$ cat src/rtl/prefix_adder8_pkg.sv
// Shared constants for the Sklansky parallel-prefix adder.
package prefix_adder8_pkg;

    localparam int WIDTH_DEFAULT = 8;
    localparam int LEVELS        = $clog2(WIDTH_DEFAULT);

endpackage : prefix_adder8_pkg

$ cat src/rtl/prefix_gp_cell.sv
// Black cell: merges a high group (Gh, Ph) with the adjacent lower group (Gl, Pl).
module prefix_gp_cell (
    input  logic Gh,
    input  logic Ph,
    input  logic Gl,
    input  logic Pl,
    output logic G,
    output logic P
);

    assign G = Gh | (Ph & Gl);
    assign P = Ph & Pl;

endmodule : prefix_gp_cell

$ cat src/rtl/prefix_adder8.sv
// Sklansky parallel-prefix adder with cin folded in as prefix column -1,
// followed by a single output register stage (1-cycle latency).
module prefix_adder8
    import prefix_adder8_pkg::*;
#(
    parameter int WIDTH = WIDTH_DEFAULT
) (
    input  logic             clk,
    input  logic             reset_n,
    input  logic [WIDTH-1:0] a,
    input  logic [WIDTH-1:0] b,
    input  logic             cin,
    output logic [WIDTH-1:0] s,
    output logic             cout
);

    // One tree level per bit of a column index; cin occupies column 0, so the
    // WIDTH+1 columns need $clog2(WIDTH)+1 levels.
    localparam int TREE_LEVELS = $clog2(WIDTH) + 1;

    // Column 0 holds cin (G=cin, P=0); column i+1 holds bit i of the operands.
    logic [WIDTH:0] g_init;
    logic [WIDTH:0] p_init;

    assign g_init = {a & b, cin};
    assign p_init = {a ^ b, 1'b0};

    for (genvar l = 0; l < TREE_LEVELS; l++) begin : lvl
        logic [WIDTH:0] g_in;
        logic [WIDTH:0] p_in;
        logic [WIDTH:0] g_out;
        logic [WIDTH:0] p_out;

        if (l == 0) begin : g_first
            assign g_in = g_init;
            assign p_in = p_init;
        end else begin : g_next
            assign g_in = lvl[l-1].g_out;
            assign p_in = lvl[l-1].p_out;
        end

        for (genvar j = 0; j <= WIDTH; j++) begin : col
            // Sklansky: a column whose index has bit l set merges with the
            // top column of the lower half of its 2^(l+1)-wide block.
            if (((j >> l) % 2) == 1) begin : g_black
                localparam int LO = ((j >> l) << l) - 1;

                prefix_gp_cell u_cell (
                    .Gh (g_in[j]),
                    .Ph (p_in[j]),
                    .Gl (g_in[LO]),
                    .Pl (p_in[LO]),
                    .G  (g_out[j]),
                    .P  (p_out[j])
                );
            end else begin : g_pass
                assign g_out[j] = g_in[j];
                assign p_out[j] = p_in[j];
            end
        end
    end

    // g_fin[i] is the group generate over columns i..0, i.e. the carry into bit i.
    logic [WIDTH:0]   g_fin;
    logic [WIDTH-1:0] sum_next;
    logic             unused_p_fin;

    assign g_fin        = lvl[TREE_LEVELS-1].g_out;
    assign sum_next     = p_init[WIDTH:1] ^ g_fin[WIDTH-1:0];
    assign unused_p_fin = ^lvl[TREE_LEVELS-1].p_out;

    // NOTE: sequential state uses non-blocking assignments so every register
    // samples the pre-edge values regardless of block evaluation order.
    always_ff @(posedge clk or negedge reset_n) begin
        if (!reset_n) begin
            s    <= '0;
            cout <= 1'b0;
        end else begin
            s    <= sum_next;
            cout <= g_fin[WIDTH];
        end
    end

endmodule : prefix_adder8

$ cat config.mk
export PLATFORM = sky130hd
export DESIGN_NAME = prefix_adder8
export DESIGN_NICKNAME = d
export VERILOG_FILES = /design/src/rtl/prefix_adder8_pkg.sv /design/src/rtl/prefix_gp_cell.sv /design/src/rtl/prefix_adder8.sv
export SDC_FILE = /design/constraint.sdc
export NUM_CORES = 1
export LEC_CHECK = 0
export ABC_AREA = 0
export CAP_MARGIN = 20
export CORE_ASPECT_RATIO = 0.9
export CORE_MARGIN = 2
export CORE_UTILIZATION = 38
export DETAILED_ROUTE_END_ITERATION = 7
export PLACE_DENSITY = 0.76
export SETUP_SLACK_MARGIN = 0.3
export SLEW_MARGIN = 20
export SYNTH_ARGS = -nofsm -noshare
export SYNTH_HDL_FRONTEND = slang
export SYNTH_SLANG_ARGS = --single-unit
export TNS_END_PERCENT = 5
$ cat constraint.sdc
create_clock -name clk -period 0.8 [get_ports clk]
set_input_delay 0.08 -clock clk [delete_from_list [all_inputs] [get_ports clk]]
set_output_delay 0.08 -clock clk [all_outputs]
set_load 0.03 [all_outputs]
---- Word level (Yosys, flattened, before mapping) ----
Index checks and enable logic that the tools add are counted.
storage, ports and cells
  register bits after elaboration ......... 9
  bits in latches ......................... 0
  memory bits (writable) .................. 0
  memory bits (read-only) ................. 0
  input bits .............................. 19
  output and inout port bits .............. 9
  logic and storage cells ................. 36
  memories kept ........................... 0
cells by class
  $add $sub $neg .......................... 0
  $mul .................................... 0
  divide/modulo/power cells ............... 0
  order comparisons ....................... 0
  equal/unequal tests ..................... 0
  shifts and indexed selects .............. 0
  mux-type cells .......................... 0
  bitwise gates (word level) .............. 34
  reductions and logical operators ........ 0
operators with widths
  operator           count
  bitwise AND 1 bit  18
  bitwise XOR 8 bit  2
  OR 1 bit           13
  bitwise AND 8 bit  1

---- Depth between registers and ports, before layout ----
Gate-level depths: netlist of the first run.
  depth after elaboration ................. 9
  gate-level depth with buffers ........... 8
  gate-level depth less buffers ........... 8

---- Hierarchy ----
A second synthesis of the first run with hierarchy kept.
unflattened totals
  cell total of the unflattened synthesis .. 52
  area total of the unflattened synthesis .. 594.3 µm²
by module, submodules not included
  module          times used  cells an instance  area an instance (µm²)  sequential area each (µm²)
  prefix_adder8   1           26                 399.1                   225.2
  prefix_gp_cell  13          2                  15.0                    0.0

---- Least setup slack after synthesis of the first run ----
Ideal clock, no wire load.
  path type ............................... input-to-reg
  start point ............................. input a[0]
  end point ............................... register s[7]
  library setup time ...................... 0.114 ns
  arrival ................................. 1.649 ns
  data required time ...................... 0.686 ns
  slack ................................... -0.963 ns
  stages on the path ...................... 8
  path buffers ............................ 0
  cells stage by stage .................... inv_1 fa_1 nand2b_1 a21oi_2 nor2_2 o21a_1 fa_1 inv_1
on the way
  word-level cells in the longest chain between the ends .. 8
  elaborated cells on any way between the ends .. 9
  classes of those cells .................. bitwise (9)
ends and longest elaborated chain
  element                 line                  RTL
  start: declaration      prefix_adder8.sv:10   input logic [WIDTH-1:0] a,
  bitwise XOR 8 bit       prefix_adder8.sv:26   assign p_init = {a ^ b, 1'b0};
  bitwise AND 1 bit       prefix_gp_cell.sv:11  assign G = Gh | (Ph & Gl);
  OR 1 bit (*)            prefix_gp_cell.sv:11
  bitwise AND 1 bit (*)   prefix_gp_cell.sv:11
  OR 1 bit (*)            prefix_gp_cell.sv:11
  bitwise AND 1 bit (*)   prefix_gp_cell.sv:11
  OR 1 bit (*)            prefix_gp_cell.sv:11
  bitwise XOR 8 bit (*)   prefix_adder8.sv:69   assign sum_next = p_init[WIDTH:1] ^ g_fin[WIDTH-1:0];
  net sum_next[7]         prefix_adder8.sv:65   logic [WIDTH-1:0] sum_next;
  end signal: assignment  prefix_adder8.sv:79   s <= sum_next;
  end: declaration        prefix_adder8.sv:13   output logic [WIDTH-1:0] s,
Mark *: on every way through the listed nets, which the timed path passes. The rest lies on a longest branch.

---- Worst setup path in the final report of the first run ----
  start point ............................. input cin
  end point ............................... register s[7]
on the way
  word-level cells in the longest chain between the ends .. 7
ends and longest elaborated chain
  element             line                  RTL
  start: declaration  prefix_adder8.sv:12   input logic cin,
  bitwise AND 1 bit   prefix_gp_cell.sv:11
  OR 1 bit            prefix_gp_cell.sv:11
  bitwise AND 1 bit   prefix_gp_cell.sv:11
  OR 1 bit            prefix_gp_cell.sv:11
  bitwise AND 1 bit   prefix_gp_cell.sv:11
  OR 1 bit            prefix_gp_cell.sv:11
  bitwise XOR 8 bit   prefix_adder8.sv:69
  net sum_next[7]     prefix_adder8.sv:65
The timed path passes the listed nets, and every way through them passes these cells.

==> flow_metrics.env, run 1 <==
export IMPL_antenna_found_initial=0
export IMPL_layout_drive_gt1_share=0.532
export IMPL_cts_tree="done"
export IMPL_gp_congestion=0.719
export IMPL_p_switching_uw=630
export IMPL_n_fill_cell=90
export IMPL_route_detailed_drc=0
export IMPL_critPathCaptureType="flop"
export IMPL_n_antenna_cell=0
export IMPL_min_delay_path_class="in2async"
export IMPL_cts_root_buf="clkbuf_4"
export IMPL_hold_buffers=0
export IMPL_leakage_nw=0.528
export IMPL_fmax_mhz=684
export IMPL_cp_required_ns=0.95
export IMPL_yosysSeqAreaShare=0.397
export IMPL_combinationalPowerShare=0.486
export IMPL_routed_wl_um=1350
export IMPL_vias=496
export IMPL_clock_sinks=9
export IMPL_layout_cells_most_common="buf_4"
export IMPL_yosys_area_top_type="dfrtp_1"
export IMPL_drtPass1Iterations=2
export IMPL_clkSlewWorstSetupHoldPaths_ns=0.06
export IMPL_dieArea_um2=1820
export IMPL_overflow=0
export IMPL_slew_headroom=0.738
export IMPL_synth_area_leaders="dfrtp_1 (40%), fa_1 (14%), ha_1 (13%)"
export IMPL_fin_util=0.773
export IMPL_start_util=0.401
export IMPL_vias_per_cell=4.55
export IMPL_portBuffers=27
export IMPL_vdd_drop_max_uv=784
export IMPL_synth_cell_types=20
export IMPL_ys_warn_count=0
export IMPL_critPathMaxFanout=2
export IMPL_dp_hpwl_um=963
export IMPL_cts_buffers=3
export IMPL_layout_nets=124
export IMPL_mostFrequentLayoutCells="buf_4 (12), dfrtp_1 (9), buf_6 (9)"
export IMPL_sw_frac_of_total=0.346
export IMPL_grt_pass1_wl_um=1900
export IMPL_drv_cap=0
export IMPL_fin_total_pwr_mw=1.82
export IMPL_grt_usage=0.157
export IMPL_ys_ff_latch=9
export IMPL_cp_start_kind="primary input"
export IMPL_status="finished with violations"
export IMPL_avgSynthCellArea_um2=11.1
export IMPL_drt_wirelength_per_cell_um=12.3
export IMPL_synth_nets=80
export IMPL_arrival_ns=1.62
export IMPL_internal_power_mw=1.19
export IMPL_coreArea_um2=1420
export IMPL_power_frac_seq=0.321
export IMPL_htree_levels=1
export IMPL_maxSlewViolCount=0
export IMPL_syn_to_final_growth_pct=92.9
export IMPL_p_clk_frac=0.193
export IMPL_die_y_um=40.6
export IMPL_clock_path_buffers=2
export IMPL_failed_checks="negative setup slack"
export IMPL_fin_tns_setup_ns=-3.87
export IMPL_hold_viol=0
export IMPL_drtIter0Drc=1
export IMPL_syn_area_um2=567
export IMPL_power_density_nw_per_um2=1660
export IMPL_worst_slew_pin_slew_ns=0.391
export IMPL_timing_final_crit_share=1.83
export IMPL_first_global_vias=484
export IMPL_die_w_um=44.7
export IMPL_netlist_instances=51
export IMPL_setup_violations=17
export IMPL_grt_max_degree=10
export IMPL_synth_top_area_share=0.397
export IMPL_period_minus_slack_ns=1.46
export IMPL_rsz0062_at_grt="yes"
export IMPL_ant_nets=0
export IMPL_setup_ws_ns=-0.663
export IMPL_critPathKind="in2reg"
export IMPL_fp_row_count=13
export IMPL_pin_count=28
-- metrics by stage --
stage / instances / hold WS, ns / worst slack (ns) / instance area [µm²]
floorplan: 51 / -0.216 / -0.857 / 592
global placement: 103 / 0.390 / -1.45 / 933
detailed placement: 103 / 0.395 / -1.48 / 933
CTS: 109 / 0.115 / -0.650 / 1060
global route: 109 / 0.136 / -0.708 / 1090
finish: 109 / 0.109 / -0.663 / 1090
-- critical path, cell delays in order --
cell	delay [ns]
buf_8	0.08
inv_8	0.02
fa_2	0.37
nand2b_4	0.16
a21oi_4	0.13
nor2_2	0.06
o21a_1	0.19
fa_1	0.48
inv_1	0.04
-- registers in the layout, summed over array words and instances (netlist names) --
signal and count:
cout 1, s 8
-- worst paths after layout --
kind	from	endpoint	depth (start not counted)
worst max-delay path	cin	s[7]	9
worst min-delay path	reset_n	s[0]	1
max in group asynchronous	reset_n	s[6]	1
min in group clk	cin	s[0]	4
-- routing by layer --
| layer | share of wire | global-route usage |
|---|---|---|
| met1 | 0.39 | 0.167 |
| met2 | 0.59 | 0.301 |
| met3 | 0.025 | 0.0132 |
| met4 | 0 | 0.114 |
| met5 | 0 | 0 |
-- cell usage after synthesis --
library cell / number
nand2b_1: 2
ha_1: 6
o21a_1: 1
nor2b_1: 1
nand2_1: 2
xor2_1: 1
fa_1: 4
nor3_1: 2
nor2_1: 1
a21oi_2: 1
nor2_2: 1
mux2i_1: 1
a21oi_1: 1
xnor2_1: 2
a21o_1: 1
a21o_2: 1
inv_1: 12
dfrtp_1: 9
o211ai_2: 1
a221oi_1: 1
-- area by class of cell --
type                       count  area (µm²)  area share
multi-input combinational     30         413       0.378
timing repair buffer          39         358       0.327
sequential                     9         225       0.206
inverter                      12        52.6      0.0481
clock buffer                   4        26.3      0.0240
tap                           15        18.8      0.0172
-- power groups by stage --
stage          registers, mW  clock network (mW)  logic, mW
3_3_place_gp           0.574                   0      0.724
3_5_place_dp           0.572                   0      0.735
4_1_cts                0.581               0.363      0.832
6_report               0.584               0.351      0.884
5_1_grt                0.590               0.379      0.952
2_1_floorplan          0.751                   0      0.214
-- cells by family (layout without fill, tap and decap cells) --
family,count (synthesis),in the layout,synth area share
muxes,1,1,0.0177
xor gates and xnor gates,3,3,0.0464
AOI/OAI and AO/OA,7,7,0.104
buffers and inverters,12,55,0.0795
adders and majority gates,10,10,0.274
and+or+nand+nor,9,9,0.0817
DFF,9,9,0.397
-- repair_timing --
action	in CTS	in global routing
setup endpoints to repair	18	18
cloned	0	0
pin swaps	10	4
resized for setup	43	9
buffers inserted	2	0
(Power assumes the default switching activity.)
==> run 2, diff against run 1 <==
--- a/config.mk
+++ b/config.mk
@@ -8,7 +8,7 @@
 export ABC_AREA = 0
 export CAP_MARGIN = 20
 export CORE_ASPECT_RATIO = 0.9
-export CORE_MARGIN = 2
+export CORE_MARGIN = 8
 export CORE_UTILIZATION = 38
 export DETAILED_ROUTE_END_ITERATION = 7
 export PLACE_DENSITY = 0.76
==> flow_metrics.env, run 2 (same netlist as run 1, synthesis figures left out) <==
export IMPL_pin_count=28
export IMPL_n_fill_cell=97
export IMPL_drtPass1Iterations=4
export IMPL_layout_cells_most_common="buf_4"
export IMPL_slowest_stage="fa_1"
export IMPL_fin_cells=110
export IMPL_critPathCaptureType="flop"
export IMPL_drt_wirelength_per_cell_um=14.0
export IMPL_critPathKind="in2reg"
export IMPL_crit_path_cell_trace="clkdlybuf4s50_1 -> ha_4 -> nand2_1 -> o21a_1 -> fa_1 -> inv_1"
export IMPL_drtIter0Drc=2
export IMPL_rsz0062_at_grt="yes"
export IMPL_layout_drive_gt1_share=0.505
export IMPL_min_delay_path_class="in2async"
export IMPL_grt_usage=0.101
export IMPL_portBuffers=27
export IMPL_clock_sinks=9
export IMPL_clock_path_buffers=2
export IMPL_worst_slew_pin_slew_ns=0.386
export IMPL_cp_start_kind="primary input"
export IMPL_antenna_found_initial=0
export IMPL_n_antenna_cell=0
export IMPL_start_util=0.401
export IMPL_crit_start="b[6]"
export IMPL_critPathMaxFanout=3
export IMPL_cts_buffers=3
export IMPL_ant_nets=0
export IMPL_regMostFlops="s"
export IMPL_seq_area_um2=225
export IMPL_slew_headroom=0.742
export IMPL_status="finished with violations"
export IMPL_hold_slack_ns=0.110
export IMPL_cts_root_buf="clkbuf_4"
export IMPL_vias=519
export IMPL_crit_path_end="s[7]"
export IMPL_vias_per_cell=4.72
export IMPL_critPathMaxStageDelay_ns=0.48
export IMPL_largest_register_ffs=8
export IMPL_cts_tree="done"
export IMPL_hold_viol=0
export IMPL_grt_max_degree=10
export IMPL_die_w_um=56.7
export IMPL_first_global_vias=584
export IMPL_multiInputGateArea_um2=402
export IMPL_leakage_nw=0.532
export IMPL_mostFrequentLayoutCells="buf_4 (13), inv_1 (9), dfrtp_1 (9), buf_6 (9), clkdlybuf4s50_1 (6)"
export IMPL_setup_violations=17
export IMPL_failed_checks="negative setup slack"
export IMPL_grt_pass1_wl_um=2370
export IMPL_htree_levels=1
export IMPL_timing_final_crit_share=1.84
export IMPL_dieArea_um2=2990
export IMPL_vdd_drop_max_uv=823
export IMPL_period_minus_slack_ns=1.47
export IMPL_drv_cap=0
export IMPL_cp_required_ns=0.94
export IMPL_dp_hpwl_um=1160
export IMPL_gp_congestion=0.816
export IMPL_setup_ws_ns=-0.674
export IMPL_maxSlewViolCount=0
export IMPL_route_detailed_drc=0
export IMPL_routed_wl_um=1540
export IMPL_die_y_um=52.6
export IMPL_syn_to_final_growth_pct=92.9
export IMPL_coreArea_um2=1420
export IMPL_dpl_cell_count=103
export IMPL_reg_largest_list="s x8, cout x1"
export IMPL_fp_row_count=13
export IMPL_arrival_ns=1.62
export IMPL_fmax_mhz=679
export IMPL_power_density_nw_per_um2=1650
export IMPL_clkSlewWorstSetupHoldPaths_ns=0.07
export IMPL_layout_nets=125
export IMPL_overflow=0
-- run 2: cell types whose count changed in the layout (fill, tap and decap cells not counted), sizes merged --
cell / change
buf: +1
clkdlybuf4s15: +1
clkdlybuf4s50: -1
dlygate4sd2: -1
dlymetal6s2s: +1
-- run 2: metrics by stage --
step	utilization	instance area (µm²)	total power [mW]	setup TNS, ns	setup slack (ns)
detailed placement	0.660	933	1.32	-9.69	-1.48
global route	0.773	1090	1.90	-4.51	-0.726
floorplan	-	592	0.965	-3.88	-0.857
CTS	0.758	1070	1.79	-3.97	-0.663
finish	0.773	1090	1.81	-4.07	-0.674
global placement	0.660	933	1.31	-9.55	-1.45
-- run 2: cell type report --
cell class	count	area share
inverters	12	0.0481
well taps	15	0.0172
multi-input cells	30	0.367
clock buffers	4	0.0240
flip-flops and latches	9	0.206
repair buffers	40	0.338
-- run 2: worst min-delay path by stage --
| stage | start | endpoint | slack [ns] | depth (start not counted) |
|---|---|---|---|---|
| after global placement | reset_n | s[7] | 0.39 | 1 |
| after CTS | reset_n | s[5] | 0.12 | 1 |
| final | reset_n | cout | 0.11 | 1 |
| after detailed placement | reset_n | s[7] | 0.39 | 1 |
| after floorplan | reset_n | cout | -0.22 | 0 |
| after global routing | reset_n | s[5] | 0.15 | 1 |
-- run 2: worst max-delay path: cells and delay by family --
family / cells / cell delay, ns
compound gates: 1 / 0.21
simple gates: 1 / 0.07
buf+inv: 2 / 0.48
fa+ha+maj: 2 / 0.78
-- run 2: per-layer routing --
metal / wire length, µm / global-route usage / up-vias
met5: 0 / 0 / -
li1: - / - / 248
met1: 522 / 0.0864 / 255
met4: 24 / 0.0720 / 0
met3: 93 / 0.0364 / 2
met2: 901 / 0.192 / 14
-- run 2: repair_timing --
| item | in CTS | in global routing |
|---|---|---|
| hold buffers | 0 | 0 |
| setup buffers | 3 | 0 |
| endpoints found under the setup margin | 18 | 18 |
| gates cloned | 0 | 0 |
| pin swaps | 13 | 2 |
| resized for setup | 43 | 6 |
-- run 2: power by group --
part           switching (mW)  internal [mW]  total, mW
Combinational           0.431          0.452      0.884
Sequential             0.0392          0.541      0.580
Clock                   0.154          0.192      0.345
Total                   0.624           1.18       1.81
